File: src/rtl/uart_pkg.sv
// Shared types for the multi-byte UART transmitter.
// FSM states, parity codes and the baud divider helper.
package uart_pkg;

  typedef enum logic [2:0] {
    S_IDLE,
    S_START,
    S_DATA,
    S_PAR,
    S_STOP,
    S_GAP
  } state_e;

  localparam int PAR_NONE = 0;
  localparam int PAR_ODD  = 1;
  localparam int PAR_EVEN = 2;

  // Rounded clock cycles per bit period.
  function automatic int baud_div(input int clk_freq, input int baud);
    return (clk_freq + baud / 2) / baud;
  endfunction

endpackage

File: src/rtl/uart_baud_tick.sv
// Bit-period counter: tick pulses every DIV cycles, restart on clr.
// Ports: sys_clk, sys_rst (sync, high), clr, tick.
module uart_baud_tick #(
  parameter int DIV = 434
) (
  input  logic sys_clk,
  input  logic sys_rst,
  input  logic clr,
  output logic tick
);

  localparam int CW = (DIV > 1) ? $clog2(DIV) : 1;

  logic [CW-1:0] cnt_q;
  logic [CW-1:0] cnt_d;

  assign tick = (cnt_q == CW'(DIV - 1));

  always_comb begin
    cnt_d = cnt_q + 1'b1;
    if (clr || tick) cnt_d = '0;
  end

  always_ff @(posedge sys_clk) begin
    if (sys_rst) cnt_q <= '0;
    else         cnt_q <= cnt_d;
  end

endmodule

File: src/rtl/uart_frame_tx.sv
// Multi-byte UART sender with start/busy/done handshake.
// Ports: sys_clk, sys_rst, start, data in; busy, done, uart_tx out.
module uart_frame_tx
  import uart_pkg::*;
#(
  parameter int CLK_FREQ       = 50_000_000,
  parameter int BAUD           = 115200,
  parameter int NBYTES         = 5,
  parameter int PARITY         = 0,
  parameter int STOP_BITS      = 1,
  parameter int MSB_BYTE_FIRST = 1,
  parameter int GAP_BITS       = 0
) (
  input  logic                sys_clk,
  input  logic                sys_rst,
  input  logic                start,
  input  logic [8*NBYTES-1:0] data,
  output logic                busy,
  output logic                done,
  output logic                uart_tx
);

  localparam int BAUD_DIV = baud_div(CLK_FREQ, BAUD);
  localparam int W  = 8 * NBYTES;
  localparam int IW = (NBYTES > 1) ? $clog2(NBYTES) : 1;

  if (NBYTES < 1) begin : g_chk_nb
    $error("NBYTES must be >= 1");
  end
  if (STOP_BITS < 1 || STOP_BITS > 2) begin : g_chk_stop
    $error("STOP_BITS must be 1 or 2");
  end
  if (PARITY < 0 || PARITY > 2) begin : g_chk_par
    $error("PARITY must be 0..2");
  end
  if (BAUD_DIV < 2) begin : g_chk_div
    $error("BAUD_DIV must be >= 2");
  end

  state_e         state_q, state_d;
  logic [IW-1:0]  idx_q, idx_d;
  logic [15:0]    bc_q, bc_d;
  logic [W-1:0]   word_q, word_d;
  logic           tx_q, tx_d;
  logic           clr, tick, done_c, last;
  logic [IW-1:0]  sel_d;
  logic [7:0]     cur_d;

  uart_baud_tick #(
    .DIV(BAUD_DIV)
  ) u_tick (
    .sys_clk(sys_clk),
    .sys_rst(sys_rst),
    .clr    (clr),
    .tick   (tick)
  );

  assign last = (idx_q == IW'(NBYTES - 1));

  always_comb begin
    state_d = state_q;
    idx_d   = idx_q;
    bc_d    = bc_q;
    word_d  = word_q;
    clr     = 1'b0;
    done_c  = 1'b0;
    unique case (state_q)
      S_IDLE: begin
        if (start) begin
          state_d = S_START;
          idx_d   = '0;
          bc_d    = '0;
          word_d  = data;
          clr     = 1'b1;
        end
      end
      S_START: begin
        if (tick) begin
          state_d = S_DATA;
          bc_d    = '0;
        end
      end
      S_DATA: begin
        if (tick) begin
          if (bc_q == 16'd7) begin
            state_d = (PARITY != PAR_NONE) ? S_PAR : S_STOP;
            bc_d    = '0;
          end else begin
            bc_d = bc_q + 16'd1;
          end
        end
      end
      S_PAR: begin
        if (tick) begin
          state_d = S_STOP;
          bc_d    = '0;
        end
      end
      S_STOP: begin
        if (tick) begin
          if (bc_q == 16'(STOP_BITS - 1)) begin
            bc_d = '0;
            if (last) begin
              state_d = S_IDLE;
              done_c  = 1'b1;
            end else if (GAP_BITS > 0) begin
              state_d = S_GAP;
            end else begin
              state_d = S_START;
              idx_d   = idx_q + 1'b1;
            end
          end else begin
            bc_d = bc_q + 16'd1;
          end
        end
      end
      S_GAP: begin
        if (tick) begin
          if (bc_q == 16'(GAP_BITS - 1)) begin
            state_d = S_START;
            idx_d   = idx_q + 1'b1;
            bc_d    = '0;
          end else begin
            bc_d = bc_q + 16'd1;
          end
        end
      end
      default: state_d = S_IDLE;
    endcase
  end

  // Line level is registered, so it is derived from the next state.
  always_comb begin
    sel_d = (MSB_BYTE_FIRST != 0) ? (IW'(NBYTES - 1) - idx_d) : idx_d;
    cur_d = word_d[8*sel_d +: 8];
    tx_d  = 1'b1;
    unique case (state_d)
      S_START: tx_d = 1'b0;
      S_DATA:  tx_d = cur_d[bc_d[2:0]];
      S_PAR:   tx_d = (PARITY == PAR_ODD) ? ~^cur_d : ^cur_d;
      default: tx_d = 1'b1;
    endcase
  end

  always_ff @(posedge sys_clk) begin
    if (sys_rst) begin
      state_q <= S_IDLE;
      idx_q   <= '0;
      bc_q    <= '0;
      word_q  <= '0;
      tx_q    <= 1'b1;
    end else begin
      state_q <= state_d;
      idx_q   <= idx_d;
      bc_q    <= bc_d;
      word_q  <= word_d;
      tx_q    <= tx_d;
    end
  end

  assign busy    = (state_q != S_IDLE) && !done_c;
  assign done    = done_c;
  assign uart_tx = tx_q;

endmodule

File: config.mk
export PLATFORM = sky130hd
export DESIGN_NAME = uart_frame_tx
export DESIGN_NICKNAME = d
export VERILOG_FILES = /design/src/rtl/uart_pkg.sv /design/src/rtl/uart_baud_tick.sv /design/src/rtl/uart_frame_tx.sv
export SDC_FILE = /design/constraint.sdc
export NUM_CORES = 1
export LEC_CHECK = 0
export ABC_AREA = 1
export BUFFER_PORTS_ARGS = -buffer_cell sky130_fd_sc_hd__buf_2
export CAP_MARGIN = 20
export CORE_AREA = 4 4 95 106
export CTS_CLUSTER_DIAMETER = 30
export DETAILED_ROUTE_END_ITERATION = 8
export DIE_AREA = 0 0 99 110
export PLACE_DENSITY = 0.73
export SLEW_MARGIN = 20
export SYNTH_ARGS = -nofsm -noshare
export SYNTH_HDL_FRONTEND = slang
export SYNTH_SLANG_ARGS = --single-unit
File: constraint.sdc
create_clock -name sys_clk -period 3 [get_ports sys_clk]
set_input_delay 0.6 -clock sys_clk [delete_from_list [all_inputs] [get_ports sys_clk]]
set_output_delay 0.6 -clock sys_clk [all_outputs]
set_load 0.1 [all_outputs]
==> flow_summary.json <==
{
  "postSynthCellCount": 695,
  "critical_path_peak_fanout": 5,
  "routed_wl_um": 11200,
  "asyncSetResetFlopFracSynth_pct": 0,
  "p_sw_w": 0.000725,
  "timing.critical_path.from_type": "flop",
  "part_of_the_cycle_the_worst_path_needs_pct": 98.0,
  "crit_arrival_ns": 3.20,
  "worst_skew_late_latency_ns": 0.36,
  "leakagePower_nw": 2.69,
  "synthTopCellsByArea": "dfxtp_1 (33%), nand2_1 (15%), inv_1 (8.8%), nor2_1 (8.0%), nand3_1 (6.7%)",
  "routed_wl_per_cell_um": 12.6,
  "timing.critical_path.required_ns": 3.26,
  "layout-area-overhead-vs-synth_pct": 23.8,
  "rsz_0062_raised_after_global_routing": "yes",
  "internal_power_w": 0.00159,
  "cts_root_buffer": "clkbuf_8",
  "grt_overflow": 0,
  "report.power.total_w": 0.00232,
  "drt.antenna.violating_nets": 0,
  "nFillCells": 795,
  "site_row_count": 36,
  "hp-class": "flop to flop",
  "design.core.area_sq_um": 8870,
  "ioPinCount": 46,
  "dpl.cell_count": 850,
  "cts_buffers": 9,
  "antenna-diode-count": 0,
  "final_count_of_negative_setup_slack_endpoints": 0,
  "cts_tree": "yes",
  "timing.slew.headroom_pct": 48.4,
  "type_of_element_capturing_the_critical_path": "flop",
  "ys_seq_area_share_pct": 32.7,
  "yosys.cell_types.count": 45,
  "status": "complete, no violations",
  "maximum_buffer_depth_of_the_clock_tree": 2,
  "synth_top_cell_area_share_pct": 32.7,
  "power.ir.vdd_worst_mv": 0.355,
  "combinationalPowerShare_pct": 21.8,
  "drt_pass1_iterations": 5,
  "p_sw_share_pct": 31.3,
  "detailedPlacementHpwl_um": 8050,
  "via_count": 4517,
  "maxCapViolations": 0,
  "drt_iter0_markers": 240,
  "grt_first_pass_wirelength_um": 18400,
  "worst_setup_hold_path_clk_slew_ns": 0.08,
  "initial_core_util_pct": 49.7,
  "power_frac_clock_pct": 33.8,
  "pwr-share-seq_pct": 44.4,
  "postSynthNetCount": 745,
  "layout.area.seq_sq_um": 1460,
  "number_of_global_route_vias_before_repair": 4300,
  "finalCriticalPeriod_ns": 2.94,
  "die_h_um": 110,
  "syn-cell-area_sq_um": 4410,
  "port_buffers": 45,
  "report.final.hold_viol_count": 0,
  "grt.total_usage_pct": 20.5,
  "dieWidth_um": 99,
  "timing_worst_setup_path_type": "flop to flop",
  "power_density_nw_per_um2": 424,
  "worst_pin_slew_ns": 0.766,
  "synth_enable_flop_cells": 0,
  "globalplace.congestion": 0.885,
  "synth_largest_area_cell": "dfxtp_1",
  "final.setup_skew_ns": 0.00851,
  "multiInputGateArea_sq_um": 2750,
  "die-area_sq_um": 10900,
  "final_net_count": 815,
  "post_synth.cell_area_avg_sq_um": 6.35,
  "maximum_number_of_pins_on_one_net_before_global_route_repair": 39,
  "max_clock_freq_mhz": 340,
  "yosysWarnings": 0,
  "post_layout_nonfiller_instances": 884,
  "ctsHtreeMaxLevel": 3,
  "ys_ff_latch": 72,
  "maxSlewViolCount": 0,
  "drive_gt1_share_pct": 25.6,
  "cts_sinks": 72,
  "post_drt_via_cell_ratio": 5.11,
  "synth_flop_cell": "dfxtp_1",
  "antenna_found_initial": 0,
  "drc_errors": 0
}
-- cells in the mapped netlist, types with 2 or more instances --
cell type  number
buf_2           7
nand2_4         3
inv_1         104
o211a_1         2
clkbuf_1       10
buf_4           2
a31oi_1         4
nand3_2         8
nor2_2          7
nand2_2        10
inv_2           5
mux2i_1         7
nor3_1          5
nor2_4          2
xnor2_1         2
nand3_1        59
o21ai_1        15
nand3b_1        4
nor2_1         94
dfxtp_1        72
o21ai_0        34
nor3b_1         6
a21oi_1        11
xor2_1          4
ha_1            7
o211ai_1        2
nand2_1       182
nand4_1        10
-- sequential cells by signal (all words and copies together), names as in the netlist --
register      count
uart_tx           1
idx_q             3
bc_q             16
word_q           40
state_q           3
u_tick.cnt_q      9
-- power groups by stage --
stage / combinational (W) / clock, W / sequential (W)
after global placement: 0.000464 / 0 / 0.00105
final: 0.000506 / 0.000783 / 0.00103
after detailed placement: 0.000471 / 0 / 0.00105
after CTS: 0.000477 / 0.000796 / 0.00103
after floorplan: 0.000346 / 0 / 0.00106
after global routing: 0.000579 / 0.000829 / 0.00103
-- path summary, 6_finish.rpt --
| path | startpoint | to | slack, ns | depth (start not counted) |
|---|---|---|---|---|
| min reg2reg | u_tick.cnt_q[0] | u_tick.cnt_q[0] | 0.44 | 1 |
| max reg2reg | bc_q[1] | uart_tx | 0.06 | 21 |
| max | bc_q[1] | uart_tx | 0.06 | 21 |
| min | u_tick.cnt_q[0] | u_tick.cnt_q[0] | 0.44 | 1 |
-- cells in the final DEF (no fill, tap or decap), types with 12 or more instances in the layout --
| cell type | instances |
|---|---|
| o21ai_1 | 15 |
| nand2_2 | 23 |
| dfxtp_1 | 64 |
| buf_2 | 45 |
| nor2_1 | 85 |
| nand3_2 | 20 |
| nand3_1 | 45 |
| inv_1 | 100 |
| nand2_1 | 162 |
| nand2_4 | 12 |
| o21ai_0 | 33 |
| buf_4 | 30 |
-- per-stage QoR --
| stage | setup TNS, ns | setup slack (ns) | utilization [%] | area [sq um] | hold WS, ns |
|---|---|---|---|---|---|
| 5_1_grt | -0.141 | -0.141 | 61.6 | 5470 | 0.464 |
| 4_1_cts | 0 | 0.0304 | 56.9 | 5040 | 0.492 |
| 3_3_place_gp | 0 | 0.0299 | 54.6 | 4840 | 0.446 |
| 6_report | 0 | 0.0594 | 61.6 | 5470 | 0.441 |
| 3_5_place_dp | -0.0212 | -0.0212 | 54.6 | 4840 | 0.478 |
| 2_1_floorplan | 0 | 0.00965 | - | 4450 | 0.433 |
-- what timing repair did --
action / CTS / global route
pin swaps: 0 / 40
hold buffers: 0 / 0
setup buffers: 0 / 15
resized for setup: 2 / 84
setup endpoints to repair: 1 / 1
cloned: 0 / 3
-- metal layers --
metal	wire length, um	up-vias	GRT usage, %
li1	-	2344	-
met1	4740	2042	23.3
met2	5720	103	37.5
met3	426	28	4.03
met4	287	0	8.49
met5	0	-	0
-- final cells by class --
| type | instances | share of cell area [%] |
|---|---|---|
| Timing Repair Buffer | 77 | 8.81 |
| Multi-Input combinational cell | 493 | 50.4 |
| Clock inverter | 5 | 1.03 |
| Tap cell | 114 | 2.61 |
| Timing Repair inverter | 1 | 0.114 |
| Clock buffer | 11 | 2.59 |
| Sequential cell | 72 | 26.6 |
| Inverter | 111 | 7.83 |
-- cell families (layout without fill, tap and decap cells) --
family,Yosys count,in the layout,share of synthesized area (%)
compound gates,77,77,10.1
xor+xnor,6,6,1.19
fa+ha+maj,7,7,1.98
buf+inv,132,205,12.0
flops,72,72,32.7
mux,7,7,1.59
simple gates,394,396,40.5
-- critical path, cell delays in order, from the launching register on --
cell and delay, ns:
dfxtp_4 0.37, inv_4 0.06, ha_2 0.16, nand2_2 0.07, nor2_4 0.13, nand2_4 0.09
buf_4 0.15, buf_4 0.14, o21ai_0 0.28, nand2_1 0.12, inv_1 0.09, nand2_1 0.06
nand3_1 0.06, o21ai_0 0.28, inv_1 0.27, nand3_1 0.12, nand3_1 0.09, nand3_1 0.08
nand3_1 0.08, nand2_1 0.06, inv_1 0.06, nand2_2 0.04
Note: power is estimated with default switching activity, not from simulation.
